## src/rtl/lease_table_loader_pkg.sv

```systemverilog
// lease_table_loader_pkg: shared constants, table selectors and loader state encoding.
`ifndef LEASE_LLT_ENTRIES
`define LEASE_LLT_ENTRIES 128
`endif

package lease_table_loader_pkg;
    localparam int LEASE_LLT_ENTRIES = `LEASE_LLT_ENTRIES;
    localparam logic [1:0] LLT_TBL_ADDR   = 2'd0;
    localparam logic [1:0] LLT_TBL_LEASE0 = 2'd1;
    localparam logic [1:0] LLT_TBL_LEASE1 = 2'd2;
    localparam logic [1:0] LLT_TBL_PROB   = 2'd3;
    localparam int CON_ADDR_DEFAULT_LEASE = 0;
    typedef enum logic [2:0] {ST_IDLE, ST_DEFAULT, ST_COUNT, ST_LOAD, ST_FILL, ST_DONE} state_t;
endpackage

```

## src/rtl/lease_table_loader_if.sv

```systemverilog
// lease_table_loader_if: 32-bit valid/ready word stream feeding the loader.
interface lease_table_loader_if;
    logic [31:0] s_data;
    logic        s_valid;
    logic        s_ready;
    modport master (output s_data, s_valid, input s_ready);
    modport slave  (input s_data, s_valid, output s_ready);
endinterface

```

## src/rtl/lease_table_loader.sv

```systemverilog
// lease_table_loader: streams the config word and four lease lookup tables into the
// lease policy, zero-filling unused address entries, while holding off the cache.
module lease_table_loader
    import lease_table_loader_pkg::*;
#(
    parameter int N_ENTRIES = LEASE_LLT_ENTRIES,
    localparam int BW_ENTRIES = $clog2(N_ENTRIES),
    localparam int BW_ADDR_SPACE = BW_ENTRIES + 2
) (
    input  logic                     clock_i,
    input  logic                     resetn_i,
    input  logic                     start_i,
    lease_table_loader_if.slave      s,
    output logic                     con_wren_o,
    output logic                     llt_wren_o,
    output logic [BW_ADDR_SPACE-1:0] llt_addr_o,
    output logic [31:0]              llt_data_o,
    output logic                     hold_o,
    output logic                     busy_o,
    output logic                     done_o,
    output logic                     error_o
);
    localparam logic [BW_ENTRIES:0] N_CNT = (BW_ENTRIES+1)'(N_ENTRIES);

    state_t                   r_state, w_next;
    logic [BW_ENTRIES:0]      r_count, w_count, r_idx, w_idx;
    logic [1:0]               r_tbl, w_tbl;
    logic                     r_con_wren, w_con_wren, r_llt_wren, w_llt_wren, r_error, w_error;
    logic [BW_ADDR_SPACE-1:0] r_addr, w_addr;
    logic [31:0]              r_data, w_data;
    logic [BW_ENTRIES:0]      w_word_cnt;
    logic                     w_bad, w_xfer, w_ready;

    assign w_ready    = (r_state == ST_DEFAULT) || (r_state == ST_COUNT) || (r_state == ST_LOAD);
    assign w_xfer     = s.s_valid & w_ready;
    assign w_word_cnt = s.s_data[BW_ENTRIES:0];
    // Any bit above the count field also rejects the word, not just an oversized count.
    assign w_bad      = (w_word_cnt > N_CNT) || (|s.s_data[31:BW_ENTRIES+1]);

    assign s.s_ready  = w_ready;
    assign con_wren_o = r_con_wren;
    assign llt_wren_o = r_llt_wren;
    assign llt_addr_o = r_addr;
    assign llt_data_o = r_data;
    assign busy_o     = r_state != ST_IDLE;
    assign hold_o     = busy_o;
    assign done_o     = r_state == ST_DONE;
    assign error_o    = r_error;

    always_comb begin
        w_next     = r_state;
        w_count    = r_count;
        w_idx      = r_idx;
        w_tbl      = r_tbl;
        w_con_wren = 1'b0;
        w_llt_wren = 1'b0;
        w_addr     = r_addr;
        w_data     = r_data;
        w_error    = r_error;
        case (r_state)
            ST_IDLE: if (start_i) begin
                w_next  = ST_DEFAULT;
                w_error = 1'b0;
            end
            ST_DEFAULT: if (w_xfer) begin
                w_con_wren = 1'b1;
                w_addr     = BW_ADDR_SPACE'(CON_ADDR_DEFAULT_LEASE);
                w_data     = s.s_data;
                w_next     = ST_COUNT;
            end
            ST_COUNT: if (w_xfer) begin
                w_count = w_word_cnt;
                w_idx   = '0;
                w_tbl   = LLT_TBL_ADDR;
                w_error = w_bad;
                w_next  = w_bad ? ST_IDLE : (w_word_cnt == '0) ? ST_FILL : ST_LOAD;
            end
            ST_LOAD: if (w_xfer) begin
                w_llt_wren = 1'b1;
                w_addr     = {r_tbl, r_idx[BW_ENTRIES-1:0]};
                w_data     = s.s_data;
                w_idx      = r_idx + 1'b1;
                if (r_idx == r_count - 1'b1) begin
                    // Leaving LOAD positions idx at count so FILL starts at the first unused entry.
                    w_idx  = (r_tbl == LLT_TBL_PROB) ? r_count : '0;
                    w_tbl  = (r_tbl == LLT_TBL_PROB) ? r_tbl : r_tbl + 1'b1;
                    w_next = (r_tbl != LLT_TBL_PROB) ? ST_LOAD : (r_count < N_CNT) ? ST_FILL : ST_DONE;
                end
            end
            ST_FILL: begin
                w_llt_wren = 1'b1;
                w_addr     = {LLT_TBL_ADDR, r_idx[BW_ENTRIES-1:0]};
                w_data     = '0;
                w_idx      = r_idx + 1'b1;
                w_next     = (r_idx == N_CNT - 1'b1) ? ST_DONE : ST_FILL;
            end
            ST_DONE: w_next = ST_IDLE;
            default: w_next = ST_IDLE;
        endcase
    end

    always_ff @(posedge clock_i or negedge resetn_i) begin
        if (!resetn_i) begin
            r_state    <= ST_IDLE;
            r_count    <= '0;
            r_idx      <= '0;
            r_tbl      <= '0;
            r_con_wren <= 1'b0;
            r_llt_wren <= 1'b0;
            r_addr     <= '0;
            r_data     <= '0;
            r_error    <= 1'b0;
        end else begin
            r_state    <= w_next;
            r_count    <= w_count;
            r_idx      <= w_idx;
            r_tbl      <= w_tbl;
            r_con_wren <= w_con_wren;
            r_llt_wren <= w_llt_wren;
            r_addr     <= w_addr;
            r_data     <= w_data;
            r_error    <= w_error;
        end
    end
endmodule
```

## src/flat_wrapper.sv

```systemverilog
// flat-port wrapper written by rule: the top's interface ports become plain ports
module lease_table_loader_flat import lease_table_loader_pkg::*;
#(
    parameter int N_ENTRIES = LEASE_LLT_ENTRIES,
    localparam int BW_ENTRIES = $clog2(N_ENTRIES),
    localparam int BW_ADDR_SPACE = BW_ENTRIES + 2
)
  (clock_i, resetn_i, start_i, con_wren_o, llt_wren_o, llt_addr_o, llt_data_o, hold_o, busy_o, done_o, error_o, s_s_data, s_s_valid, s_s_ready);
  lease_table_loader_if s_i ();
  input  logic clock_i;
  input  logic resetn_i;
  input  logic start_i;
  output logic con_wren_o;
  output logic llt_wren_o;
  output logic [BW_ADDR_SPACE-1:0] llt_addr_o;
  output logic [31:0] llt_data_o;
  output logic hold_o;
  output logic busy_o;
  output logic done_o;
  output logic error_o;
  input wire logic [$bits(s_i.s_data)-1:0] s_s_data;
  input wire logic [$bits(s_i.s_valid)-1:0] s_s_valid;
  output wire logic [$bits(s_i.s_ready)-1:0] s_s_ready;
  assign s_i.s_data = s_s_data;
  assign s_i.s_valid = s_s_valid;
  assign s_s_ready = s_i.s_ready;
  lease_table_loader #(.N_ENTRIES(N_ENTRIES)) u_core (.clock_i(clock_i), .resetn_i(resetn_i), .start_i(start_i), .s(s_i), .con_wren_o(con_wren_o), .llt_wren_o(llt_wren_o), .llt_addr_o(llt_addr_o), .llt_data_o(llt_data_o), .hold_o(hold_o), .busy_o(busy_o), .done_o(done_o), .error_o(error_o));
endmodule
```

## config.mk

```make
export PLATFORM = sky130hd
export DESIGN_NAME = lease_table_loader_flat
export DESIGN_NICKNAME = d
export VERILOG_FILES = /design/src/rtl/lease_table_loader_pkg.sv /design/src/rtl/lease_table_loader_if.sv /design/src/rtl/lease_table_loader.sv /design/src/flat_wrapper.sv
export SDC_FILE = /design/constraint.sdc
export NUM_CORES = 1
export LEC_CHECK = 0
export CAP_MARGIN = 20
export CORE_MARGIN = 5
export CORE_UTILIZATION = 40
export DETAILED_ROUTE_END_ITERATION = 8
export GPL_TIMING_DRIVEN = 0
export PLACE_DENSITY = 0.69
export SLEW_MARGIN = 20
export SYNTH_ARGS = -nofsm -noshare
export SYNTH_HDL_FRONTEND = slang
export SYNTH_SLANG_ARGS = --single-unit
```

## constraint.sdc

```tcl
create_clock -name clock_i -period 6.6 [get_ports clock_i]
set_input_delay 0.99 -clock clock_i [delete_from_list [all_inputs] [get_ports clock_i]]
set_output_delay 0.99 -clock clock_i [all_outputs]
set_load 0.03 [all_outputs]
```

* Word-level counts from Yosys, hierarchy flattened *
Cells that the tools add are included.

word-level totals
  flip-flop bits (word level) = 65
  output and inout port bits = 48
  logic and storage cells = 83

cells by class
  add/subtract/negate cells = 3
  $lt $le $gt $ge = 2
  equality and inequality tests = 16
  mux-type cells = 32
  bitwise operators = 1
  reduce and logical (&&, ||, !) cells = 20

operator list
  kind                   number
  $pmux W32 S2           1
  $mux W32               1
  $mux W8                4
  $pmux W9 S3            1
  $mux W3                8
  $pmux W8 S3            1
  $reduce_or A24 Y1      1
  $mux W9                2
  $pmux W3 S5            1
  $reduce_and A5 Y1      2
  $reduce_and A3 Y1      3
  $reduce_bool A3 Y1     3
  $add A8 B1 Y8 const B  1
  $eq A8 B7 Y1 const B   1
  $eq A8 B8 Y1           1
  $gt A8 B8 Y1 const B   1
  $logic_not A8 Y1       1
  $lt A8 B8 Y1 const B   1
  $mux W2                4
  $ne A2 B1 Y1 const B   4
  $ne A2 B2 Y1 const B   4
  $sub A8 B1 Y8 const B  1
  $eq A3 B2 Y1 const B   2
  $eq A3 B3 Y1 const B   2
  other kinds (12)       23

* Longest topological paths before layout *
Gate-level depths: netlist of the first run.

  depth after elaboration = 6
  mapped depth = 11
  gate-level depth less buffers = 8

* Least setup slack after synthesis of the first run *
No wires, ideal clock.

  kind = register -> register
  start = register u_core.r_count[0]
  end = register u_core.r_idx[6]
  library setup time = 0.104 ns
  arrival = 2.276 ns
  path slack = 4.220 ns
  cell stages (with the launch flop) = 12
  path buffers = 3
  cell sequence = dfrtp_1 > buf_2 > inv_1 > ha_1 > buf_2 > o21bai_1 > a211oi_1 > o21bai_1 > a211oi_4 > buf_6 > mux2_1 > o311ai_1

between the ends
  cells in the longest elaborated chain, start to end = 5

RTL lines
  what                    RTL line                   RTL
  start, declared         lease_table_loader.sv:26   logic [BW_ENTRIES:0] r_count, w_count, r_idx, w_idx;
  start signal, assigned  lease_table_loader.sv:115  r_count <= w_count;
  $sub A8 B1 Y8           lease_table_loader.sv:83   if (r_idx == r_count - 1'b1) begin
  $eq A8 B8 Y1            lease_table_loader.sv:83
  $mux W8                 lease_table_loader.sv:83
  $mux W8                 lease_table_loader.sv:78   ST_LOAD: if (w_xfer) begin
  $pmux W8 S3             lease_table_loader.sv:60   case (r_state)
  end signal, assigned    lease_table_loader.sv:116  r_idx <= w_idx;
  end, declared           lease_table_loader.sv:26

No other way between the ends. The select of a mux whose other input is x is not followed.
A chain may end at the register's enable or synchronous reset.

* Final worst setup path of the first run *
  start = register u_core.r_state[0]
  end = output port done_o

between the ends
  cells in the longest elaborated chain, start to end = 1

RTL lines
  what                    RTL line                   RTL
  start, declared         lease_table_loader.sv:25   state_t r_state, w_next;
  start signal, assigned  lease_table_loader.sv:114  r_state <= w_next;
  $eq A3 B3 Y1            lease_table_loader.sv:47   assign done_o = r_state == ST_DONE;
  end, declared           flat_wrapper.sv:19         output logic done_o;

No other way between the ends.

==> results of run 1 <==
==> final cells by class <==
type / count / area (µm²) / area share
flip-flops and latches: 65 / 1630 / 0.361
multi-input cells: 218 / 1570 / 0.349
repair buffers: 84 / 848 / 0.188
clock buffers: 10 / 138 / 0.0306
well taps: 105 / 131 / 0.0292
plain buffers: 26 / 121 / 0.0270
clock inverters: 6 / 43.8 / 0.00973
inverters: 6 / 22.5 / 0.00500
==> worst paths after layout <==
check                                     start                    end  cells after the start
setup / recovery              u_core.r_state[0]                 done_o                      4
hold / removal             u_core.llt_addr_o[8]   u_core.llt_addr_o[8]                      2
setup reg to reg              u_core.r_count[0]        u_core.r_idx[6]                     11
hold reg to reg            u_core.llt_addr_o[8]   u_core.llt_addr_o[8]                      2
max in group asynchronous              resetn_i  u_core.llt_data_o[19]                      2
min in group asynchronous              resetn_i        u_core.r_idx[3]                      1
==> stage by stage <==
| stage | instance area, µm² | hold WS, ns | cells | util |
|---|---|---|---|---|
| final | 4500 | 0.489 | 520 | 0.551 |
| after global routing | 4500 | 0.518 | 520 | 0.551 |
| after CTS | 4500 | 0.498 | 520 | 0.551 |
| after detailed placement | 4320 | 0.482 | 504 | 0.528 |
| after global placement | 4300 | 0.466 | 503 | 0.526 |
| after floorplan | 3340 | 0.519 | 315 | - |
==> routing by layer <==
metal | wire (µm) | GRT usage | share of wire | up-vias
li1 | - | - | - | 1396
met1 | 3910 | 0.249 | 0.43 | 1433
met2 | 4200 | 0.285 | 0.46 | 119
met3 | 855 | 0.0647 | 0.094 | 15
met4 | 140 | 0.0593 | 0.015 | 0
met5 | 0 | 0 | 0 | -
==> registers in the layout (all words and copies together) (netlist names) <==
name and flops:
u_core.con_wren_o 1, u_core.error_o 1, u_core.llt_addr_o 9, u_core.llt_data_o 32, u_core.llt_wren_o 1, u_core.r_count 8
u_core.r_idx 8, u_core.r_state 3, u_core.r_tbl 2
==> worst register-to-register path: stages, from the launching register on <==
cell and delay (ns):
dfrtp_1 0.32, buf_2 0.19, inv_1 0.08, ha_1 0.20, buf_2 0.18, xnor2_1 0.23
nand2_1 0.09, a31o_2 0.27, a211oi_4 0.43, buf_6 0.22, mux2_1 0.33, o311ai_1 0.10
==> where the power goes <==
part | switching [mW] | internal [mW] | total (mW)
clock network | 0.164 | 0.146 | 0.311
logic | 0.651 | 0.490 | 1.14
registers | 0.124 | 0.557 | 0.681
total | 0.939 | 1.19 | 2.13
==> logic make-up after synthesis <==
kind of cell	after synthesis	share of synthesized area
AOI/OAI and AO/OA	95	0.236
and+or+nand+nor	95	0.148
DFF	65	0.487
buffers and inverters	32	0.0431
xor gates and xnor gates	13	0.0341
muxes	12	0.0405
adders and majority gates	3	0.0112
==> cells in the final DEF, fill, tap and decap left out, drive strengths merged, types with 4 or more instances in the layout <==
cell | Yosys | routed
nor2 | 15 | 15
nand2 | 32 | 32
xor2 | 8 | 8
o21a | 5 | 5
mux2 | 12 | 12
a32o | 32 | 32
nor3 | 6 | 6
nand3 | 11 | 11
buf | 8 | 10
a22o | 8 | 8
nor4 | 8 | 8
dfrtp | 65 | 65
inv | 6 | 6
o311ai | 5 | 5
xnor2 | 5 | 5
clkbuf | 18 | 28
o21ai | 12 | 12
o21bai | 4 | 4
a21oi | 8 | 8
clkdlybuf4s50 | 0 | 82
clkinvlp | 0 | 4
==> impl_metrics.env, run 1 <==
export IMPL_status="completed"
export IMPL_dieArea_um2=10300
export IMPL_synth_cells=315
export IMPL_grt_pass1_wl_um=15200
export IMPL_drt_initial_drc_count=143
export IMPL_finalClockSkew_ns=0.00698
export IMPL_final_nets=449
export IMPL_cts_root_buffer="clkbuf_8"
export IMPL_synth_area_leaders="dfrtp_1 49%, a32o_1 9.6%, nand2_1 3.6%, mux2_1 2.4%, a22o_1 2.1%"
export IMPL_crit_buf_inv=3
export IMPL_initial_core_util=0.408
export IMPL_endpoint_kind="primary output"
export IMPL_power_density_nw_per_um2=474
export IMPL_die_x_um=101
export IMPL_ys_seq_area_frac=0.487
export IMPL_syn_to_final_growth_pct=34.8
export IMPL_drtPass1Iterations=4
export IMPL_synth_common_cells="65 x dfrtp_1, 32 x a32o_1, 32 x nand2_1"
export IMPL_grt_pass1_vias=3031
export IMPL_slew_viol_final=0
export IMPL_numCtsBuffers=9
export IMPL_dp_hpwl_um=6780
export IMPL_grt_usage=0.186
export IMPL_fillers=727
export IMPL_cts_resized=0
export IMPL_cpMaxStageDelayCell="clkdlybuf4s50_1"
export IMPL_synth_edff_count=0
export IMPL_rows=33
export IMPL_synth_cell_types=56
export IMPL_clock_sinks=65
export IMPL_wl_per_cell_um=17.5
export IMPL_h_tree_depth=3
export IMPL_crit_path_frequent_cell="clkbuf_1"
export IMPL_io_buffers=83
export IMPL_ant_nets=0
export IMPL_cts_clk_slew_worst_paths_ns=0.07
export IMPL_cts_tree="yes"
export IMPL_vias=2963
export IMPL_grt_antenna_before_repair=0
export IMPL_clock_latency_ns=0.34
export IMPL_dieHeight_um=101
export IMPL_start_kind="register"
export IMPL_clock_tree_buffer_depth=2
export IMPL_reg2reg_setup_slack_ns=3.86
export IMPL_syn_num_nets=354
export IMPL_slowest_delay_ns=0.67
export IMPL_slew_headroom=0.495
export IMPL_worstSetupPathType="register to primary output"
export IMPL_synth_largest_area_cell="dfrtp_1"
export IMPL_finalCritPeriodShare=0.517
export IMPL_io_pins=84
export IMPL_syn_avg_cell_area_um2=10.6
export IMPL_crit_family="buffers and inverters"
export IMPL_period_minus_slack_ns=3.41
export IMPL_worstMarginPinSlew_ns=0.755
export IMPL_synth_top_area_frac=0.487
export IMPL_hold_buffers=0
export IMPL_ys_warn_count=0
export IMPL_placeableCoreArea_um2=8180
export IMPL_cp_max_fo=10
export IMPL_finalSetupViolations=0
export IMPL_synth_seq_cells=65
export IMPL_cp_arrival_ns=2.42
export IMPL_synthArstFlopShare=1.00
export IMPL_ir_worst_vdd_v=0.000227
export IMPL_drc=0
export IMPL_globalplace_congestion=0.905
export IMPL_vias_per_cell=5.70
export IMPL_setup_slack_ns=3.19
export IMPL_drive_above_1_share=0.0843
export IMPL_cp_required_ns=5.61
export IMPL_power_mw=2.13
export IMPL_rsz0062_at_grt="no"
export IMPL_hp_class="register to register"
export IMPL_synth_ff_type="dfrtp_1"
export IMPL_syn_cell_area_um2=3340
export IMPL_maxClockFrequency_ghz=0.293
export IMPL_hold_viol_final=0
export IMPL_postCtsSetupBuffers=0
export IMPL_fin_setup_tns_ns=0
export IMPL_antenna_cells=0
export IMPL_finalWirelength_um=9110
export IMPL_place_ws_ns=3.40
export IMPL_maxCapViolations=0
export IMPL_p_leak_nw=1.79
export IMPL_cp_cell_sequence="clkbuf_1 > clkbuf_1 > and3b_1 > clkdlybuf4s50_1"
export IMPL_synth_most_common_cell="dfrtp_1"
export IMPL_grt_overflow=0
export IMPL_grt_max_degree=43
Note: power is estimated with default switching activity, not from simulation.
==> run 2: changes to the inputs <==
Clock period 6.6 ns to 3.27 ns, I/O delays scaled along.
==> results of run 2 <==
The final DEF is identical to that of run 1. Status: completed.
Main changes from that run: setup slack after placement 3.40 ns -> 0.564 ns; clock-pin slew on the worst setup and hold paths 0.07 ns -> 0.08 ns; setup slack after layout 3.19 ns -> 0.358 ns; hold slack 0.489 ns -> 0.0391 ns; register-to-register setup slack 3.86 ns -> 0.53 ns; total power 2.13 mW -> 4.30 mW; worst IR drop on VDD 0.000227 V -> 0.000459 V
